$ cat src/rtl/alarm_register_bank.sv
// Multi-slot BCD alarm store with validated loads, registered readback,
// minute-edge matching and a ring FSM with ack / timeout.
module alarm_register_bank #(
  parameter int NUM_ALARMS   = 4,
  parameter int IDX_W        = 2,
  parameter int RING_MINUTES = 5,
  parameter int RING_W       = 3
) (
  input  logic             clock,
  input  logic             reset,
  input  logic             load_new_a,
  input  logic [IDX_W-1:0] load_idx,
  input  logic [3:0]       new_alarm_ls_min,
  input  logic [3:0]       new_alarm_ms_min,
  input  logic [3:0]       new_alarm_ls_hr,
  input  logic [3:0]       new_alarm_ms_hr,
  input  logic             new_alarm_AM,
  input  logic             new_alarm_en,
  output logic             load_err,
  input  logic [IDX_W-1:0] rd_idx,
  output logic [3:0]       rd_ls_min,
  output logic [3:0]       rd_ms_min,
  output logic [3:0]       rd_ls_hr,
  output logic [3:0]       rd_ms_hr,
  output logic             rd_AM,
  output logic             rd_en,
  input  logic [3:0]       current_time_ls_min,
  input  logic [3:0]       current_time_ms_min,
  input  logic [3:0]       current_time_ls_hr,
  input  logic [3:0]       current_time_ms_hr,
  input  logic             current_time_AM,
  input  logic             minute_tick,
  input  logic             alarm_ack,
  output logic             alarm_ring,
  output logic [IDX_W-1:0] alarm_slot,
  output logic             match_pulse
);

  typedef struct packed {
    logic [3:0] ls_min;
    logic [3:0] ms_min;
    logic [3:0] ls_hr;
    logic [3:0] ms_hr;
    logic       am;
  } btime_t;

  typedef enum logic {
    IDLE,
    RINGING
  } state_t;

  localparam logic [IDX_W:0] NUM_L =
    (IDX_W+1)'(NUM_ALARMS);
  localparam logic [RING_W-1:0] RING_LAST =
    RING_W'(RING_MINUTES - 1);

  btime_t                slot_q [NUM_ALARMS];
  logic [NUM_ALARMS-1:0] en_q;
  btime_t                prev_q;
  btime_t                cur;
  btime_t                new_t;
  btime_t                rd_sel;
  logic                  rd_sel_en;
  logic                  idx_ok;
  logic                  min_ok;
  logic                  hr_ok;
  logic                  load_ok;
  logic                  time_changed;
  logic [NUM_ALARMS-1:0] hit;
  logic                  any_hit;
  logic [IDX_W-1:0]      win;
  state_t                state_q;
  logic [RING_W-1:0]     ring_cnt;

  assign cur = '{
    ls_min: current_time_ls_min,
    ms_min: current_time_ms_min,
    ls_hr:  current_time_ls_hr,
    ms_hr:  current_time_ms_hr,
    am:     current_time_AM
  };

  assign new_t = '{
    ls_min: new_alarm_ls_min,
    ms_min: new_alarm_ms_min,
    ls_hr:  new_alarm_ls_hr,
    ms_hr:  new_alarm_ms_hr,
    am:     new_alarm_AM
  };

  // Load validation: index range, BCD minutes and 12-hour BCD hours
  assign idx_ok = {1'b0, load_idx} < NUM_L;
  assign min_ok = (new_alarm_ls_min <= 4'd9)
               && (new_alarm_ms_min <= 4'd5);

  // Legal ls_hr range depends on the tens digit
  always_comb begin
    hr_ok = 1'b0;
    unique case (1'b1)
      new_alarm_ms_hr == 4'd0:
        hr_ok = (new_alarm_ls_hr != 4'd0)
             && (new_alarm_ls_hr <= 4'd9);
      new_alarm_ms_hr == 4'd1:
        hr_ok = new_alarm_ls_hr <= 4'd2;
      default:
        hr_ok = 1'b0;
    endcase
  end

  assign load_ok = idx_ok && min_ok && hr_ok;

  // Slot storage; rejected loads leave every slot untouched
  always_ff @(posedge clock) begin
    if (reset) begin
      for (int i = 0; i < NUM_ALARMS; i++) begin
        slot_q[i] <= '0;
        en_q[i]   <= 1'b0;
      end
    end else if (load_new_a && load_ok) begin
      for (int i = 0; i < NUM_ALARMS; i++) begin
        if (load_idx == IDX_W'(i)) begin
          slot_q[i] <= new_t;
          en_q[i]   <= new_alarm_en;
        end
      end
    end
  end

  // Reject flag is a one-cycle pulse after a bad load request
  always_ff @(posedge clock) begin
    if (reset) load_err <= 1'b0;
    else       load_err <= load_new_a && !load_ok;
  end

  // Readback mux; out-of-range indices select zeros
  always_comb begin
    rd_sel    = '0;
    rd_sel_en = 1'b0;
    for (int i = 0; i < NUM_ALARMS; i++) begin
      if (rd_idx == IDX_W'(i)) begin
        rd_sel    = slot_q[i];
        rd_sel_en = en_q[i];
      end
    end
  end

  // Registered readback sees pre-write contents on a same-cycle load
  always_ff @(posedge clock) begin
    if (reset) begin
      rd_ls_min <= '0;
      rd_ms_min <= '0;
      rd_ls_hr  <= '0;
      rd_ms_hr  <= '0;
      rd_AM     <= 1'b0;
      rd_en     <= 1'b0;
    end else begin
      rd_ls_min <= rd_sel.ls_min;
      rd_ms_min <= rd_sel.ms_min;
      rd_ls_hr  <= rd_sel.ls_hr;
      rd_ms_hr  <= rd_sel.ms_hr;
      rd_AM     <= rd_sel.am;
      rd_en     <= rd_sel_en;
    end
  end

  // Previous time gives the edge that arms a match exactly once
  always_ff @(posedge clock) begin
    if (reset) prev_q <= '0;
    else       prev_q <= cur;
  end

  assign time_changed = cur != prev_q;

  // Per-slot hit on the cycle the time changes onto its value
  always_comb begin
    for (int i = 0; i < NUM_ALARMS; i++) begin
      hit[i] = en_q[i] && time_changed
            && (slot_q[i] == cur);
    end
  end

  // Lowest-index hit wins
  always_comb begin
    win     = '0;
    any_hit = 1'b0;
    for (int i = NUM_ALARMS - 1; i >= 0; i--) begin
      if (hit[i]) begin
        win     = IDX_W'(i);
        any_hit = 1'b1;
      end
    end
  end

  // Ring FSM: start on hit, stop on ack or after the minute budget
  always_ff @(posedge clock) begin
    if (reset) begin
      state_q     <= IDLE;
      alarm_ring  <= 1'b0;
      alarm_slot  <= '0;
      ring_cnt    <= '0;
      match_pulse <= 1'b0;
    end else begin
      match_pulse <= 1'b0;
      unique case (state_q)
        IDLE: begin
          if (any_hit) begin
            state_q     <= RINGING;
            alarm_ring  <= 1'b1;
            alarm_slot  <= win;
            ring_cnt    <= '0;
            match_pulse <= 1'b1;
          end
        end
        RINGING: begin
          if (alarm_ack) begin
            state_q    <= IDLE;
            alarm_ring <= 1'b0;
          end else if (minute_tick) begin
            if (ring_cnt == RING_LAST) begin
              state_q    <= IDLE;
              alarm_ring <= 1'b0;
            end else begin
              ring_cnt <= ring_cnt + RING_W'(1);
            end
          end
        end
        default: begin
          state_q    <= IDLE;
          alarm_ring <= 1'b0;
        end
      endcase
    end
  end

endmodule
$ cat config.mk
export PLATFORM = sky130hd
export DESIGN_NAME = alarm_register_bank
export DESIGN_NICKNAME = d
export VERILOG_FILES = /design/src/rtl/alarm_register_bank.sv
export SDC_FILE = /design/constraint.sdc
export NUM_CORES = 1
export LEC_CHECK = 0
export ABC_AREA = 1
export CAP_MARGIN = 20
export CORE_MARGIN = 2
export CORE_UTILIZATION = 42
export CTS_BUF_LIST = sky130_fd_sc_hd__clkbuf_4
export DETAILED_ROUTE_END_ITERATION = 8
export GPL_TIMING_DRIVEN = 0
export PLACE_DENSITY_LB_ADDON = 0.1
export RECOVER_POWER = 100
export SYNTH_ARGS = -nofsm -noshare
export SYNTH_HDL_FRONTEND = slang
export SYNTH_SLANG_ARGS = --single-unit
$ cat constraint.sdc
create_clock -name clock -period 2.8 [get_ports clock]
set_input_delay 0.7 -clock clock [delete_from_list [all_inputs] [get_ports clock]]
set_output_delay 0.7 -clock clock [all_outputs]
set_load 0.02 [all_outputs]
; After elaboration in Yosys (flattened, before gate mapping)
; Memories as Yosys holds them, arrays and structs flattened.
; Index checks and enable logic that the tools add are counted.
[totals]
mem_count = 1
reg_bits = 48
ramBits = 68
[classes]
muxes = 54
n_bitwise = 5
reduce_logical = 26
eq_ne = 19
addsub = 1
order_cmp = 4
[mem_list]
columns = name, words, width, read_ports, rd_ports_with_merged_regs, write_ports, line_no
row1 = slot_q, 4, 17, 4, 0, 4, 57  ; btime_t slot_q [NUM_ALARMS];
[ops]
columns = operator, count
row1 = $mux W17, 8
row2 = $eq A17 B17 Y1, 4
row3 = $mux W1, 34
row4 = $ne A17 B17 Y1, 1
row5 = $logic_and A1 B1 Y1, 13
row6 = $mux W3, 4
row7 = $reduce_and A2 Y1, 5
row8 = $eq A2 B2 Y1 const B, 4
row9 = $le A4 B4 Y1 const B, 2
row10 = $mux W2, 4
row11 = $ne A2 B2 Y1 const B, 4
row12 = $pmux W1 S2, 3
row13 = $pmux W3 S2, 1
row14 = $eq A2 B1 Y1 const B, 2
row15 = $eq A4 B1 Y1 const B, 1
row16 = $le A4 B2 Y1 const B, 1
row17 = $le A4 B3 Y1 const B, 1
row18 = $logic_not A2 Y1, 2
row19 = $logic_not A4 Y1, 1
row20 = $or A1 B1 Y1, 4
row21 = $reduce_and A4 Y1, 1
row22 = $reduce_bool A4 Y1, 1
row23 = $add A3 B1 Y3 const B, 1
row24 = $eq A3 B3 Y1 const B, 1
row25 = 6 further kinds, 6

; Depth between registers and ports, before layout
[depth]
word_depth = 9
depth_mapped = 16
depth_no_buf = 15

; Worst setup path before layout
; No wires, ideal clock.
[synth_timing]
path_type = input to register
start = input new_alarm_ls_min[2]
end = memory slot_q[0][0] (netlist bit) (enable)
t_required_ps = 2426
t_arrival_ps = 1783
stages = 7
setup_ps = 374
setup_slack_ps = 643
cell_sequence = inv_2 > a21oi_1 > nor4_2 > nand2_1 > nor2_2 > nand3_1 > nand2_1
[synth_lines]
columns = element, line_no
row1 = "start, declared", 13  ; input logic [3:0] new_alarm_ls_min,
row2 = "end, declared", 57

; Final worst setup path
[layout_timing]
start = input rd_idx[0]
end = register rd_AM
[layout_via]
elab_chain_len = 5
[layout_rtl]
columns = element, line_no
row1 = "start, declared", 20  ; input logic [IDX_W-1:0] rd_idx,
row2 = $logic_not A2 Y1, 140  ; if (rd_idx == IDX_W'(i)) begin
row3 = $mux W17 (3 in series), 140
row4 = $mux W17 (*), 140
row5 = "end signal, assigned", 161  ; rd_AM <= rd_sel.am;
row6 = "end, declared", 25  ; output logic rd_AM,
; Mark *: on every way between the ends. The rest lies on a longest branch, timed or not.
; A chain may end at the register's enable or synchronous reset.

==> flow_metrics.env <==
export IMPL_worst_slew_pin_slew_ps=1140
export IMPL_synth_xor_area_share=0.0258
export IMPL_cts_reportedPaths_clkPinSlew_ps=110
export IMPL_core_um2=13300
export IMPL_drv_slew=0
export IMPL_finalNetCount=862
export IMPL_htree_levels=4
export IMPL_hpwl_um=14500
export IMPL_worstPathRequired_ps=3300
export IMPL_yosys_area_share_simple=0.252
export IMPL_fmax_ghz=0.358
export IMPL_grt_ovfl_total=0
export IMPL_die_area_um2=14700
export IMPL_crit_fanout=10
export IMPL_synthAdderAreaFrac=0.00433
export IMPL_criticalPathCategory="input port to flip-flop"
export IMPL_drive_above_1_share=0.0748
export IMPL_cts_sinks=116
export IMPL_vias=5168
export IMPL_maxSlewHeadroom=0.237
export IMPL_peakVddDrop_uv=351
export IMPL_finalHoldViolations=0
export IMPL_globalplace_congestion=0.979
export IMPL_hp_start="alarm_slot[1]"
export IMPL_cts_root_buf="clkbuf_4"
export IMPL_holdWs_ps=445
export IMPL_netlist_area_um2=5780
export IMPL_post_cts_buffers=0
export IMPL_synth_top_cell_by_area="edfxtp_1"
export IMPL_row_count=42
export IMPL_setup_tns_final_ps=0
export IMPL_grt_max_degree=19
export IMPL_cts_made_buffers=17
export IMPL_syn_area_per_cell_um2=8.02
export IMPL_synth_seq_cells=116
export IMPL_reg2reg_setup_slack_ps=830
export IMPL_hold_class="flip-flop to flip-flop"
export IMPL_synthMuxAreaShare=0
export IMPL_status="completed"
export IMPL_start_kind="input port"
export IMPL_period_needed_ps=2790
export IMPL_synth_top_family_by_area="simple AND/OR/NAND/NOR gates"
export IMPL_cts_tree="yes"
export IMPL_drcViolationCount=0
export IMPL_final_antenna_net_count=0
export IMPL_drt_iter0_drc=595
export IMPL_reg2reg_from="slot_q[1][10]"
export IMPL_via_per_inst=5.14
export IMPL_routedWlPerCell_um=18.8
export IMPL_syn2layout_area_growth_pct=20.6
export IMPL_ff2ff_path_depth=11
export IMPL_syn_inst=721
export IMPL_clock_path_buffers=2
export IMPL_fin_total_pwr_mw=3.96
export IMPL_synthTopCellsByArea="edfxtp_1 35%, dfxtp_1 17%, nand2_1 11%, nor2_1 7.9%, inv_1 7.5%"
export IMPL_cap_violations=0
export IMPL_finalSetupViolations=0
export IMPL_holdPathStages=2
export IMPL_grt_pass1_wl_um=28400
export IMPL_synth_top_cell_area_share=0.353
export IMPL_drt_total_wl_um=18900
export IMPL_rsz0062_at_grt="false"
export IMPL_p_per_area_nw_per_um2=569
export IMPL_grt_usage=0.270
export IMPL_io_pins=67
export IMPL_hold_path_end="alarm_slot[1]"
export IMPL_fp_dieW_um=121
export IMPL_firstDrtPassIters=5
export IMPL_cts_resized=0
export IMPL_grt_pass1_vias=4968
export IMPL_antenna_found_initial=1
export IMPL_initial_utilization=0.433
export IMPL_fin_skew_ps=16.2
export IMPL_synth_compound_area_share=0.0976
export IMPL_regToRegEndpoint="alarm_slot[0]"
export IMPL_end_kind="flip-flop"
export IMPL_fin_crit_sh=0.998
export IMPL_ys_warn_count=0
export IMPL_cts_hold_buf=0
export IMPL_portBuffers=61
export IMPL_ys_seq_area_frac=0.519
export IMPL_synth_distinct_cells=33
export IMPL_dieHeight_um=121
export IMPL_insertion_delay_ps=550
export IMPL_power_leakage_nw=3.21
export IMPL_worst_ep_arrival_time_ps=3290
[registers in the layout, indices dropped and copies added (netlist names)]
signal / cells
match_pulse: 1
rd_ms_hr: 4
slot_q: 68
rd_ls_min: 4
alarm_ring: 1
rd_en: 1
ring_cnt: 3
state_q: 1
rd_ms_min: 4
en_q: 4
rd_AM: 1
prev_q: 17
load_err: 1
alarm_slot: 2
rd_ls_hr: 4
[report_power, final]
group | internal, mW | switching (mW) | total (mW)
combinational | 0.179 | 0.333 | 0.512
clock | 0.817 | 0.682 | 1.50
sequential | 1.90 | 0.0570 | 1.95
[worst max path at each step]
stage / from / end / slack [ps] / depth (start not counted)
global route: current_time_ms_min[2] / alarm_slot[0] / 50 / 14
global placement: new_alarm_ms_min[2] / slot_q[2][12] / -400 / 8
CTS: new_alarm_ms_min[2] / slot_q[1][1] / 170 / 8
detailed placement: new_alarm_ms_min[2] / slot_q[1][12] / -430 / 8
finish: rd_idx[0] / rd_AM / 6 / 7
floorplan: new_alarm_ls_min[2] / slot_q[0][0] / 640 / 7
[critical path: stages]
cell and delay [ps]:
dlygate4sd3_1 570, clkbuf_1 240, nor2_1 930, inv_1 300, o22ai_1 310, o211ai_1 150, inv_1 90
[Yosys cell counts, drive strengths merged]
master / count
nor2: 127
nor3: 3
dfxtp: 48
nand2: 171
o21ai: 31
xor2: 4
ha: 2
a21oi: 22
buf: 8
or2: 2
edfxtp: 68
nand3: 27
nand4: 10
o221ai: 9
o211ai: 6
nor4: 1
inv: 129
conb: 1
xnor2: 13
clkbuf: 11
o22ai: 28
[layout by cell type (no fill, tap or decap), types with 22 or more instances in the layout]
master,netlist,routed
nand3_1,21,26
dfxtp_1,48,48
o22ai_1,28,28
dlygate4sd3_1,0,25
clkdlybuf4s50_1,0,36
inv_1,115,117
a21oi_1,22,22
edfxtp_1,68,68
nor2_1,121,121
o21ai_0,29,30
nand2_1,165,166
[stage by stage]
| step | worst slack, ps | util | area [µm²] | cells |
|---|---|---|---|---|
| after floorplan | 643 | - | 5840 | 736 |
| after global placement | -401 | 0.500 | 6670 | 973 |
| after detailed placement | -430 | 0.500 | 6670 | 973 |
| after CTS | 174 | 0.526 | 7020 | 1005 |
| after global routing | 49.2 | 0.522 | 6970 | 1006 |
| final | 6.28 | 0.522 | 6970 | 1006 |
[logic make-up (layout without fill, tap and decap cells)]
| group | Yosys count | in the layout |
|---|---|---|
| XOR/XNOR | 17 | 17 |
| flip-flops | 116 | 116 |
| adder cells (fa/ha/maj) | 2 | 2 |
| buffers and inverters | 148 | 241 |
| AO/OA/AOI/OAI | 96 | 96 |
| other | 1 | 17 |
| AND/OR/NAND/NOR | 341 | 341 |
[cell type report]
cell class | instances | area (µm²)
Fill cell | 1327 | 6370
Inverter | 129 | 484
Clock buffer | 19 | 143
Timing Repair Buffer | 61 | 611
Clock inverter | 13 | 206
Buffer | 19 | 77.6
Antenna cell | 1 | 2.50
Tap cell | 176 | 220
Sequential cell | 116 | 3000
Multi-Input combinational cell | 472 | 2230
[metal layers]
metal	share of wire	vias up	global-route usage
li1	-	2491	-
met1	0.45	2400	0.362
met2	0.46	244	0.430
met3	0.071	33	0.0578
met4	0.021	0	0.0991
met5	0	-	0
(Power assumes the default switching activity.)
